**config.mk**
```make
export PLATFORM = sky130hd
export DESIGN_NAME = snitch_icache_event_counter
export DESIGN_NICKNAME = d
export VERILOG_FILES = /design/src/rtl/snitch_icache_pkg.sv /design/src/rtl/snitch_icache_sat_counter.sv /design/src/rtl/snitch_icache_event_counter.sv
export SDC_FILE = /design/constraint.sdc
export NUM_CORES = 1
export LEC_CHECK = 0
export CAP_MARGIN = 20
export CORE_MARGIN = 4
export CORE_UTILIZATION = 30
export CTS_CLUSTER_SIZE = 8
export DETAILED_ROUTE_END_ITERATION = 8
export PLACE_DENSITY_LB_ADDON = 0.05
export SYNTH_ARGS = -nofsm -noshare
export SYNTH_HDL_FRONTEND = slang
export SYNTH_HIERARCHICAL = 1
export SYNTH_SLANG_ARGS = --single-unit
```
**constraint.sdc**
```tcl
create_clock -name clk_i -period 2.8 [get_ports clk_i]
set_input_delay 0.28 -clock clk_i [delete_from_list [all_inputs] [get_ports clk_i]]
set_output_delay 0.28 -clock clk_i [all_outputs]
set_load 0.02 [all_outputs]
```
**src/rtl/snitch_icache_pkg.sv**
```systemverilog
// Shared types for the L0 instruction-cache event counter: event strobes,
// event indices and the measurement FSM state.
package snitch_icache_pkg;

  localparam int unsigned EV_MISS       = 0;
  localparam int unsigned EV_HIT        = 1;
  localparam int unsigned EV_PREFETCH   = 2;
  localparam int unsigned EV_DOUBLE_HIT = 3;
  localparam int unsigned EV_STALL      = 4;
  localparam int unsigned NUM_EVENTS    = 5;

  typedef struct packed {
    logic l0_miss;
    logic l0_hit;
    logic l0_prefetch;
    logic l0_double_hit;
    logic l0_stall;
  } icache_events_t;

  typedef enum logic [1:0] {
    ST_IDLE = 2'd0,
    ST_RUN  = 2'd1,
    ST_DONE = 2'd2
  } state_e;

  // Reorders the strobe struct into a vector indexed by the EV_* constants.
  function automatic logic [NUM_EVENTS-1:0] ev_vec(input icache_events_t ev);
    logic [NUM_EVENTS-1:0] v;
    v                = '0;
    v[EV_MISS]       = ev.l0_miss;
    v[EV_HIT]        = ev.l0_hit;
    v[EV_PREFETCH]   = ev.l0_prefetch;
    v[EV_DOUBLE_HIT] = ev.l0_double_hit;
    v[EV_STALL]      = ev.l0_stall;
    return v;
  endfunction

endpackage

```
**src/rtl/snitch_icache_sat_counter.sv**
```systemverilog
// Saturating event counter with synchronous clear; clear takes priority
// over increment so a start cycle never counts its own events.
module snitch_icache_sat_counter #(
  parameter int unsigned CNT_W = 32
) (
  input  logic             clk_i,
  input  logic             rst_i,
  input  logic             clr_i,
  input  logic             inc_i,
  output logic [CNT_W-1:0] cnt_o
);

  logic [CNT_W-1:0] r_cnt;

  always_ff @(posedge clk_i) begin
    if (rst_i || clr_i) begin
      r_cnt <= '0;
    end else if (inc_i && (r_cnt != {CNT_W{1'b1}})) begin
      r_cnt <= r_cnt + CNT_W'(1);
    end
  end

  assign cnt_o = r_cnt;

endmodule

```
**src/rtl/snitch_icache_event_counter.sv**
```systemverilog
// Per-port L0 icache performance counters gated by a start/stop/window FSM,
// read back through a single-outstanding request/response port.
module snitch_icache_event_counter
  import snitch_icache_pkg::*;
#(
  parameter  int unsigned NR_FETCH_PORTS = 2,
  parameter  int unsigned CNT_W          = 32,
  parameter  int unsigned WINDOW_W       = 32,
  localparam int unsigned PORT_W         = (NR_FETCH_PORTS > 1) ? $clog2(NR_FETCH_PORTS) : 1
) (
  input  logic                                clk_i,
  input  logic                                rst_i,
  input  icache_events_t [NR_FETCH_PORTS-1:0] events_i,
  input  logic                                start_i,
  input  logic                                stop_i,
  input  logic [WINDOW_W-1:0]                 window_i,
  output logic                                busy_o,
  output logic                                done_o,
  input  logic                                rd_valid_i,
  output logic                                rd_ready_o,
  input  logic [PORT_W-1:0]                   rd_port_i,
  input  logic [2:0]                          rd_event_i,
  output logic                                rd_rsp_valid_o,
  output logic [CNT_W-1:0]                    rd_rsp_data_o,
  output logic                                rd_rsp_err_o
);

  state_e              r_state, w_state_d;
  logic [WINDOW_W-1:0] r_remaining, w_remaining_d;
  logic                r_busy, r_done;
  logic                r_rsp_valid, r_rsp_err;
  logic [CNT_W-1:0]    r_rsp_data;

  logic                w_count_en;
  logic                w_rd_hit;
  logic [CNT_W-1:0]    w_rd_data;
  logic [CNT_W-1:0]    w_cnt [NR_FETCH_PORTS][NUM_EVENTS];

  // State register
  always_ff @(posedge clk_i) begin
    if (rst_i) begin
      r_state     <= ST_IDLE;
      r_remaining <= '0;
      r_busy      <= 1'b0;
      r_done      <= 1'b0;
    end else begin
      r_state     <= w_state_d;
      r_remaining <= w_remaining_d;
      r_busy      <= (w_state_d == ST_RUN);
      r_done      <= (w_state_d == ST_DONE);
    end
  end

  // Next-state: start always wins; stop or the final window cycle ends RUN
  always_comb begin
    w_state_d     = r_state;
    w_remaining_d = r_remaining;
    case (r_state)
      ST_IDLE, ST_DONE: begin
        if (start_i) begin
          w_state_d     = ST_RUN;
          w_remaining_d = window_i;
        end
      end
      ST_RUN: begin
        if (start_i) begin
          w_remaining_d = window_i;
        end else begin
          if (r_remaining != '0) begin
            w_remaining_d = r_remaining - WINDOW_W'(1);
          end
          if (stop_i || (r_remaining == WINDOW_W'(1))) begin
            w_state_d = ST_DONE;
          end
        end
      end
      default: w_state_d = ST_IDLE;
    endcase
  end

  assign w_count_en = (r_state == ST_RUN) && !start_i;

  for (genvar p = 0; p < NR_FETCH_PORTS; p++) begin : g_port
    logic [NUM_EVENTS-1:0] w_ev;
    assign w_ev = ev_vec(events_i[p]);
    for (genvar e = 0; e < NUM_EVENTS; e++) begin : g_event
      snitch_icache_sat_counter #(
        .CNT_W (CNT_W)
      ) u_cnt (
        .clk_i (clk_i),
        .rst_i (rst_i),
        .clr_i (start_i),
        .inc_i (w_count_en && w_ev[e]),
        .cnt_o (w_cnt[p][e])
      );
    end
  end

  // Read mux; out-of-range indices match no entry and report an error
  always_comb begin
    w_rd_hit  = 1'b0;
    w_rd_data = '0;
    for (int unsigned p = 0; p < NR_FETCH_PORTS; p++) begin
      for (int unsigned e = 0; e < NUM_EVENTS; e++) begin
        if ((rd_port_i == PORT_W'(p)) && (rd_event_i == 3'(e))) begin
          w_rd_hit  = 1'b1;
          w_rd_data = w_cnt[p][e];
        end
      end
    end
  end

  always_ff @(posedge clk_i) begin
    if (rst_i) begin
      r_rsp_valid <= 1'b0;
      r_rsp_data  <= '0;
      r_rsp_err   <= 1'b0;
    end else begin
      r_rsp_valid <= rd_valid_i;
      r_rsp_data  <= (rd_valid_i && w_rd_hit) ? w_rd_data : '0;
      r_rsp_err   <= rd_valid_i && !w_rd_hit;
    end
  end

  assign busy_o         = r_busy;
  assign done_o         = r_done;
  assign rd_ready_o     = 1'b1;
  assign rd_rsp_valid_o = r_rsp_valid;
  assign rd_rsp_data_o  = r_rsp_data;
  assign rd_rsp_err_o   = r_rsp_err;

endmodule
```
==> After elaboration in Yosys (flattened, before gate mapping) <==
Index checks and enable logic that the tools add are counted.
W data, S select, Z words.
{ "word_totals": {"ff_bits": 390, "in_bits": 51, "out_inout_bits": 37, "word_cells": 123} }
{ "op_classes": {"n_addsub": 11, "eq_ne": 21, "mux": 28, "n_bitwise": 2, "reduce_logical": 44} }
{ "ops": {"columns": ["op", "count"], "rows": [
  ["$mux W32", 13],
  ["$add A32 B1 Y32 const B", 10],
  ["$ne A32 B32 Y1 const B", 10],
  ["$pmux W32 S2", 1],
  ["$logic_and A1 B1 Y1", 33],
  ["$eq A32 B1 Y1 const B", 1],
  ["$reduce_bool A32 Y1", 1],
  ["$sub A32 B1 Y32 const B", 1],
  ["$mux W1", 10],
  ["$eq A3 B2 Y1 const B", 2],
  ["$mux W2", 3],
  ["$eq A2 B1 Y1 const B", 2],
  ["$eq A2 B2 Y1 const B", 2],
  ["$pmux W2 S2", 1],
  ["$reduce_or A2 Y1", 2],
  ["$eq A3 B1 Y1 const B", 1],
  ["$eq A3 B3 Y1 const B", 1],
  ["$logic_not A3 Y1", 1],
  ["$ne A3 B3 Y1 const B", 1],
  ["$reduce_and A3 Y1", 1],
  ["$logic_not A1 Y1", 2],
  ["$logic_not A2 Y1", 1],
  ["$logic_or A1 B1 Y1", 2],
  ["$ne A2 B2 Y1 const B", 1],
  ["other kinds (2)", 3]
]} }

==> Depth between registers and ports, before layout <==
Gate-level depths: netlist (run 1).
{ "depth": {"word_depth": 15, "ltp_mapped": 10, "mapped_depth_nobuf": 7} }

==> Hierarchy <==
The synthesis (run 1) kept the hierarchy.
{ "by_module_without_submodules": {"columns": ["module", "instances", "cells_per_inst", "area_per_inst_um2", "seq_area_each_um2"], "rows": [
  ["snitch_icache_sat_counter", 10, 189, 1681.6, 640.6],
  ["snitch_icache_event_counter", 1, 816, 6002.0, 1401.3]
]} }

==> Worst setup path before layout (run 1) <==
Ideal clock, no wire load.
{ "synth_path": {"kind": "reg-to-reg", "startpoint": "reg r_state[0]", "endpoint": "reg g_port[1].g_event[1].u_cnt.r_cnt[17]", "setup_time_ns": 0.068, "arrival_ns": 2.853, "required_ns": 2.732, "setup_slack_ns": -0.121, "path_stages_with_launch": 11, "n_path_buf": 4, "period_less_slack_ns": 2.921, "path_cell_list": "dfxtp_1 -> clkbuf_1 -> nor3b_1 -> clkbuf_1 -> clkbuf_1 -> and2_1 -> and3_4 -> o311ai_4 -> buf_6 -> or3_2 -> a21oi_2"} }
{ "synth_between": {"elab_chain_cells": 4} }
{ "synth_rtl": {"columns": ["item", "line", "rtl"], "rows": [
  ["start, declared", "snitch_icache_event_counter.sv:28", "state_e r_state, w_state_d;"],
  ["start signal, assigned", "snitch_icache_event_counter.sv:47", "r_state <= w_state_d;"],
  ["$eq A2 B1 Y1", "snitch_icache_event_counter.sv:81", "assign w_count_en = (r_state == ST_RUN) && !start_i;"],
  ["$logic_and A1 B1 Y1", "snitch_icache_event_counter.sv:81", null],
  ["$logic_and A1 B1 Y1", "snitch_icache_event_counter.sv:93", ".inc_i (w_count_en && w_ev[e]),"],
  ["$logic_and A1 B1 Y1", "snitch_icache_sat_counter.sv:18", "end else if (inc_i && (r_cnt != {CNT_W{1'b1}})) begin"],
  ["end signal, assigned", "snitch_icache_sat_counter.sv:19", "r_cnt <= r_cnt + CNT_W'(1);"],
  ["end, declared", "snitch_icache_sat_counter.sv:13", "logic [CNT_W-1:0] r_cnt;"]
]} }
Every way passes these cells.
A chain may end at the register's enable or synchronous reset.

==> Final worst setup path (run 1) <==
{ "layout_path": {"startpoint": "reg g_port[0].g_event[2].u_cnt.r_cnt[17]", "endpoint": "reg g_port[0].g_event[2].u_cnt.r_cnt[6]"} }
{ "layout_between": {"elab_chain_cells": 2} }
{ "layout_rtl": {"columns": ["item", "line"], "rows": [
  ["start, declared", "snitch_icache_sat_counter.sv:13"],
  ["start signal, assigned", "snitch_icache_sat_counter.sv:19"],
  ["$ne A32 B32 Y1", "snitch_icache_sat_counter.sv:18"],
  ["$logic_and A1 B1 Y1", "snitch_icache_sat_counter.sv:18"]
]} }
Every way passes these cells.

==> impl_table.tex, run 1 <==
\begin{tabular}{lr}
\hline
Metric & Value \\
\hline
\multicolumn{2}{l}{\textbf{Run status}} \\
\quad Status & finished clean \\
\multicolumn{2}{l}{\textbf{Worst setup path}} \\
\quad CP cell instances & nand4\_1 -> or2\_1 -> o31ai\_4 -> buf\_4 -> o31ai\_1 -> a21oi\_1 \\
\quad Critical path buffer and inverter count & 1 \\
\quad CP max FO & 23 \\
\quad Cell class contributing the biggest share of worst-path delay & compound AO/OA/AOI/OAI gates \\
\quad Data required time at the worst endpoint & 3.32 ns \\
\quad Slowest Stage Delay on Critical Path & 0.75 ns \\
\quad Kind of end point of the critical path & flip-flop \\
\quad Setup crit start kind & flip-flop \\
\quad Worst Path Arrival & 3.11 ns \\
\quad Crit-path slowest cell & sky130\_fd\_sc\_hd\_\_o31ai\_4 \\
\quad Setup Crit Path Kind & reg2reg \\
\multicolumn{2}{l}{\textbf{Routing}} \\
\quad Via/cell ratio & 5.81 \\
\quad Average wire length per cell after detail routing & 22.3 um \\
\quad Residual antenna-violating net count after detailed routing & 0 \\
\quad DRC violations left & 0 \\
\quad Initial DRT Pass Iterations & 7 \\
\quad Total number of vias & 22100 \\
\quad Total detailed-routing wirelength & 84900 um \\
\quad Number of DRC markers in iteration 0 & 1772 \\
\multicolumn{2}{l}{\textbf{Layout}} \\
\quad Fill cell count & 7702 \\
\quad Number of nets in the final layout & 2885 \\
\quad Final Cell Area & 0.0266 sq mm \\
\quad Growth of design area from synthesis to finish & 16.4\% \\
\quad Share of final-layout standard cells stronger than drive strength 1 & 0.175 \\
\quad Post-route core utilization & 0.354 \\
\multicolumn{2}{l}{\textbf{Clock tree}} \\
\quad Number of buffers inserted during clock tree synthesis & 56 \\
\quad Cts hold-fix bufs & 0 \\
\quad Buffers inserted by post-CTS timing repair & 0 \\
\quad Clk pin slew, worst setup/hold paths & 0.05 ns \\
\quad Number of sinks on the clock net & 390 \\
\quad Max Buffers Root-to-Sink & 3 \\
\quad Root Buffer Master & sky130\_fd\_sc\_hd\_\_clkbuf\_16 \\
\quad Post-CTS resize count & 0 \\
\quad TritonCTS clock tree & built \\
\quad Latest clock arrival within the worst-skew pair & 0.61 ns \\
\quad Number of levels the H-tree was split into & 2 \\
\multicolumn{2}{l}{\textbf{Timing}} \\
\quad Setup TNS after final layout & 0 ns \\
\quad Final setup slack of the worst path & 0.210 ns \\
\quad Layout Skew & 0.0149 ns \\
\quad Number of slew-limit violations in the final report & 0 \\
\quad Final period util & 0.925 \\
\quad Setup violations, final & 0 \\
\quad Relative slew slack & 0.375 \\
\quad Worst Tran Pin Value & 0.938 ns \\
\quad Setup repair after global routing missed its margin & false \\
\quad Post-layout minimum cycle time & 2.59 ns \\
\quad Fin. Hold Viols & 0 \\
\quad Maximum frequency from static timing analysis & 386 MHz \\
\multicolumn{2}{l}{\textbf{Floorplanning}} \\
\quad Width of the die & 284 um \\
\quad I/O pins & 88 \\
\quad Initial core utilization & 0.304 \\
\quad Die Outline Area & 0.0805 sq mm \\
\quad Placement row count & 100 \\
\quad Floorplan core area & 0.0749 sq mm \\
\quad Vertical extent of the die & 284 um \\
\multicolumn{2}{l}{\textbf{GRT}} \\
\quad Global-route congestion overflow total & 0 \\
\quad Wire length of the first global-routing pass & 128000 um \\
\quad Maximum number of pins on one net before global-route repair & 33 \\
\quad Total GRT Usage & 0.201 \\
\quad Vias in the first global route & 20500 \\
\quad Antenna violations before repair & 0 \\
\multicolumn{2}{l}{\textbf{Placement}} \\
\quad Pre-CTS WS & 0.0758 ns \\
\quad Estimated wirelength of the detail-placed design & 63800 um \\
\quad Placed instance area & 0.0251 sq mm \\
\quad IO buf count & 86 \\
\quad Final weighted congestion of routability-driven global placement & 0.900 \\
\multicolumn{2}{l}{\textbf{Pwr}} \\
\quad Net switching component of the power & 3.36 mW \\
\quad Cell internal power dissipation & 9.65 mW \\
\quad Clock power share & 0.471 \\
\quad Switching part of the total power & 0.258 \\
\quad Power share of the sequential group & 0.436 \\
\quad Total power & 13.0 mW \\
\quad Leakage & 7.74 nW \\
\quad Power share of the combinational group & 0.093 \\
\quad Power density relative to cell area & 490 mW/mm\^{}2 \\
\quad Worst ir drop on vdd & 0.407 mV \\
\multicolumn{2}{l}{\textbf{Yosys}} \\
\quad Synth async-reset ratio & 0 \\
\quad Predominant post-synthesis flop cell & sky130\_fd\_sc\_hd\_\_dfxtp\_1 \\
\quad Synthesized net count & 2770 \\
\quad Yosys warnings & 6 \\
\quad Post-synth EDFFs & 0 \\
\quad Area of the mapped netlist & 0.0228 sq mm \\
\quad Post-synthesis register bit count & 390 \\
\quad Syn Inst Count & 2706 \\
\quad Sequential share of the synthesized area & 0.342 \\
\quad Avg Synthesized Cell Area & 8.43 sq um \\
\quad Count of distinct cell types in the synthesized netlist & 84 \\
\multicolumn{2}{l}{\textbf{Hold path}} \\
\quad Hold Path Class & in2reg \\
\multicolumn{2}{l}{\textbf{Job}} \\
\quad Max cap viols & 0 \\
\hline
\end{tabular}
## stage by stage
stage,std cells,hold WS (ns)
after floorplan,2706,0.446
after global placement,3732,0.478
after detailed placement,3732,0.485
after CTS,3802,0.129
after global routing,3802,0.150
final,3805,0.161
## path summary, 6_finish.rpt
kind | startpoint | cells after the start | end | slack, ns
setup / recovery | g_port[0].g_event[2].u_cnt/cnt_o[17] | 6 | g_port[0].g_event[2].u_cnt/cnt_o[6] | 0.21
hold / removal | rst_i | 3 | rd_rsp_valid_o | 0.16
setup reg to reg | g_port[0].g_event[2].u_cnt/cnt_o[17] | 6 | g_port[0].g_event[2].u_cnt/cnt_o[6] | 0.21
hold reg to reg | r_remaining[21] | 2 | r_remaining[21] | 0.48
## tightest hold or removal path: stages
cell and delay, ns:
sky130_fd_sc_hd__buf_2 0.17, sky130_fd_sc_hd__nand2b_1 0.16, sky130_fd_sc_hd__inv_1 0.09
## cells in the final DEF, fill, tap and decap left out, types with 27 or more instances in the layout
| cell type | n |
|---|---|
| sky130_fd_sc_hd__or4_1 | 95 |
| sky130_fd_sc_hd__o22ai_1 | 51 |
| sky130_fd_sc_hd__nand3_1 | 128 |
| sky130_fd_sc_hd__nor2_1 | 122 |
| sky130_fd_sc_hd__mux2i_1 | 37 |
| sky130_fd_sc_hd__a21oi_2 | 72 |
| sky130_fd_sc_hd__buf_4 | 124 |
| sky130_fd_sc_hd__or3_1 | 154 |
| sky130_fd_sc_hd__o31ai_1 | 142 |
| sky130_fd_sc_hd__a31oi_1 | 33 |
| sky130_fd_sc_hd__nand2_1 | 158 |
| sky130_fd_sc_hd__clkbuf_16 | 56 |
| sky130_fd_sc_hd__nand4_1 | 86 |
| sky130_fd_sc_hd__or3_2 | 40 |
| sky130_fd_sc_hd__nand2b_1 | 27 |
| sky130_fd_sc_hd__inv_1 | 50 |
| sky130_fd_sc_hd__dfxtp_1 | 390 |
| sky130_fd_sc_hd__o21ai_0 | 155 |
| sky130_fd_sc_hd__clkdlybuf4s50_1 | 82 |
| sky130_fd_sc_hd__o21a_1 | 29 |
| sky130_fd_sc_hd__o21ai_1 | 82 |
| sky130_fd_sc_hd__a22oi_1 | 35 |
| sky130_fd_sc_hd__a21oi_1 | 254 |
| sky130_fd_sc_hd__and4_1 | 43 |
## synth_stat cells (13+ instances only)
library cell,count,area share
sky130_fd_sc_hd__dfxtp_1,390,0.34
sky130_fd_sc_hd__a21oi_1,254,0.056
sky130_fd_sc_hd__nand2_1,158,0.026
sky130_fd_sc_hd__o21ai_0,156,0.034
sky130_fd_sc_hd__or3_1,154,0.042
sky130_fd_sc_hd__o31ai_1,142,0.047
sky130_fd_sc_hd__nand3_1,128,0.028
sky130_fd_sc_hd__nor2_1,122,0.020
sky130_fd_sc_hd__clkbuf_1,96,0.016
sky130_fd_sc_hd__or4_1,95,0.031
sky130_fd_sc_hd__nand4_1,86,0.024
sky130_fd_sc_hd__o21ai_1,82,0.018
sky130_fd_sc_hd__a21oi_2,72,0.028
sky130_fd_sc_hd__o22ai_1,51,0.014
sky130_fd_sc_hd__inv_1,50,0.0082
sky130_fd_sc_hd__buf_6,44,0.022
sky130_fd_sc_hd__and4_1,43,0.017
sky130_fd_sc_hd__or3_2,40,0.013
sky130_fd_sc_hd__mux2i_1,37,0.016
sky130_fd_sc_hd__a22oi_1,35,0.012
sky130_fd_sc_hd__a31oi_1,33,0.0090
sky130_fd_sc_hd__o21a_1,29,0.0095
sky130_fd_sc_hd__nand2b_1,27,0.0074
sky130_fd_sc_hd__and2_1,22,0.0060
sky130_fd_sc_hd__nand2_2,21,0.0058
sky130_fd_sc_hd__and3_2,20,0.0066
sky130_fd_sc_hd__and4_4,20,0.0099
sky130_fd_sc_hd__o31ai_4,20,0.019
sky130_fd_sc_hd__nor3_1,15,0.0033
sky130_fd_sc_hd__or2_2,14,0.0038
sky130_fd_sc_hd__ha_1,13,0.0071
sky130_fd_sc_hd__nor4_1,13,0.0036
## power groups by stage
stage               Clock [mW]  Combinational, mW  Sequential (mW)
CTS                       6.37               1.21             5.67
finish                    6.13               1.21             5.67
global route              6.55               1.30             5.67
global placement             0               1.20             5.78
floorplan                    0              0.664             5.78
detailed placement           0               1.20             5.78
## layout make-up
type,instances,area [sq um],area share
inverters,51,191,0.00721
multi-input cells,2099,13800,0.520
clock buffers,66,1460,0.0549
repair buffers,223,2030,0.0765
diodes,3,7.51,0.000283
well taps,969,1210,0.0457
flip-flops and latches,390,7810,0.294
clock inverters,4,35.0,0.00132
## kinds of logic after synthesis
family,Yosys count,synth area share
other cells,1,0.000164
simple gates,1056,0.280
flops,390,0.342
fa+ha+maj,13,0.00713
xor+xnor,20,0.00768
compound gates,962,0.286
buf+inv,217,0.0534
mux,47,0.0231
## registers in the layout (all words and copies together) (netlist names)
register / flops
r_state: 2
rd_rsp_err_o: 1
r_remaining: 32
rd_rsp_valid_o: 1
busy_o: 1
rd_rsp_data_o: 32
done_o: 1
g_port.g_event.u_cnt/cnt_o: 320
## metal layers
layer	track usage	vias up	share of wire
met1	0.274	10700	0.46
met5	0	-	0
met4	0.0710	0	0.033
met2	0.327	530	0.46
li1	-	10700	-
met3	0.0240	129	0.043
(Power assumes the default switching activity.)
==> run 2: changes to the inputs <==
--- a/config.mk
+++ b/config.mk
@@ -5,11 +5,13 @@
 export SDC_FILE = /design/constraint.sdc
 export NUM_CORES = 1
 export LEC_CHECK = 0
+export ABC_CLOCK_PERIOD_IN_PS = 2800
 export CAP_MARGIN = 20
 export CORE_MARGIN = 4
 export CORE_UTILIZATION = 30
 export CTS_CLUSTER_SIZE = 8
 export DETAILED_ROUTE_END_ITERATION = 8
+export HOLD_SLACK_MARGIN = 0.1
 export PLACE_DENSITY_LB_ADDON = 0.05
 export SYNTH_ARGS = -nofsm -noshare
 export SYNTH_HDL_FRONTEND = slang
==> results of run 2 <==
The final DEF is identical to that of run 1; final timing and power are the same.
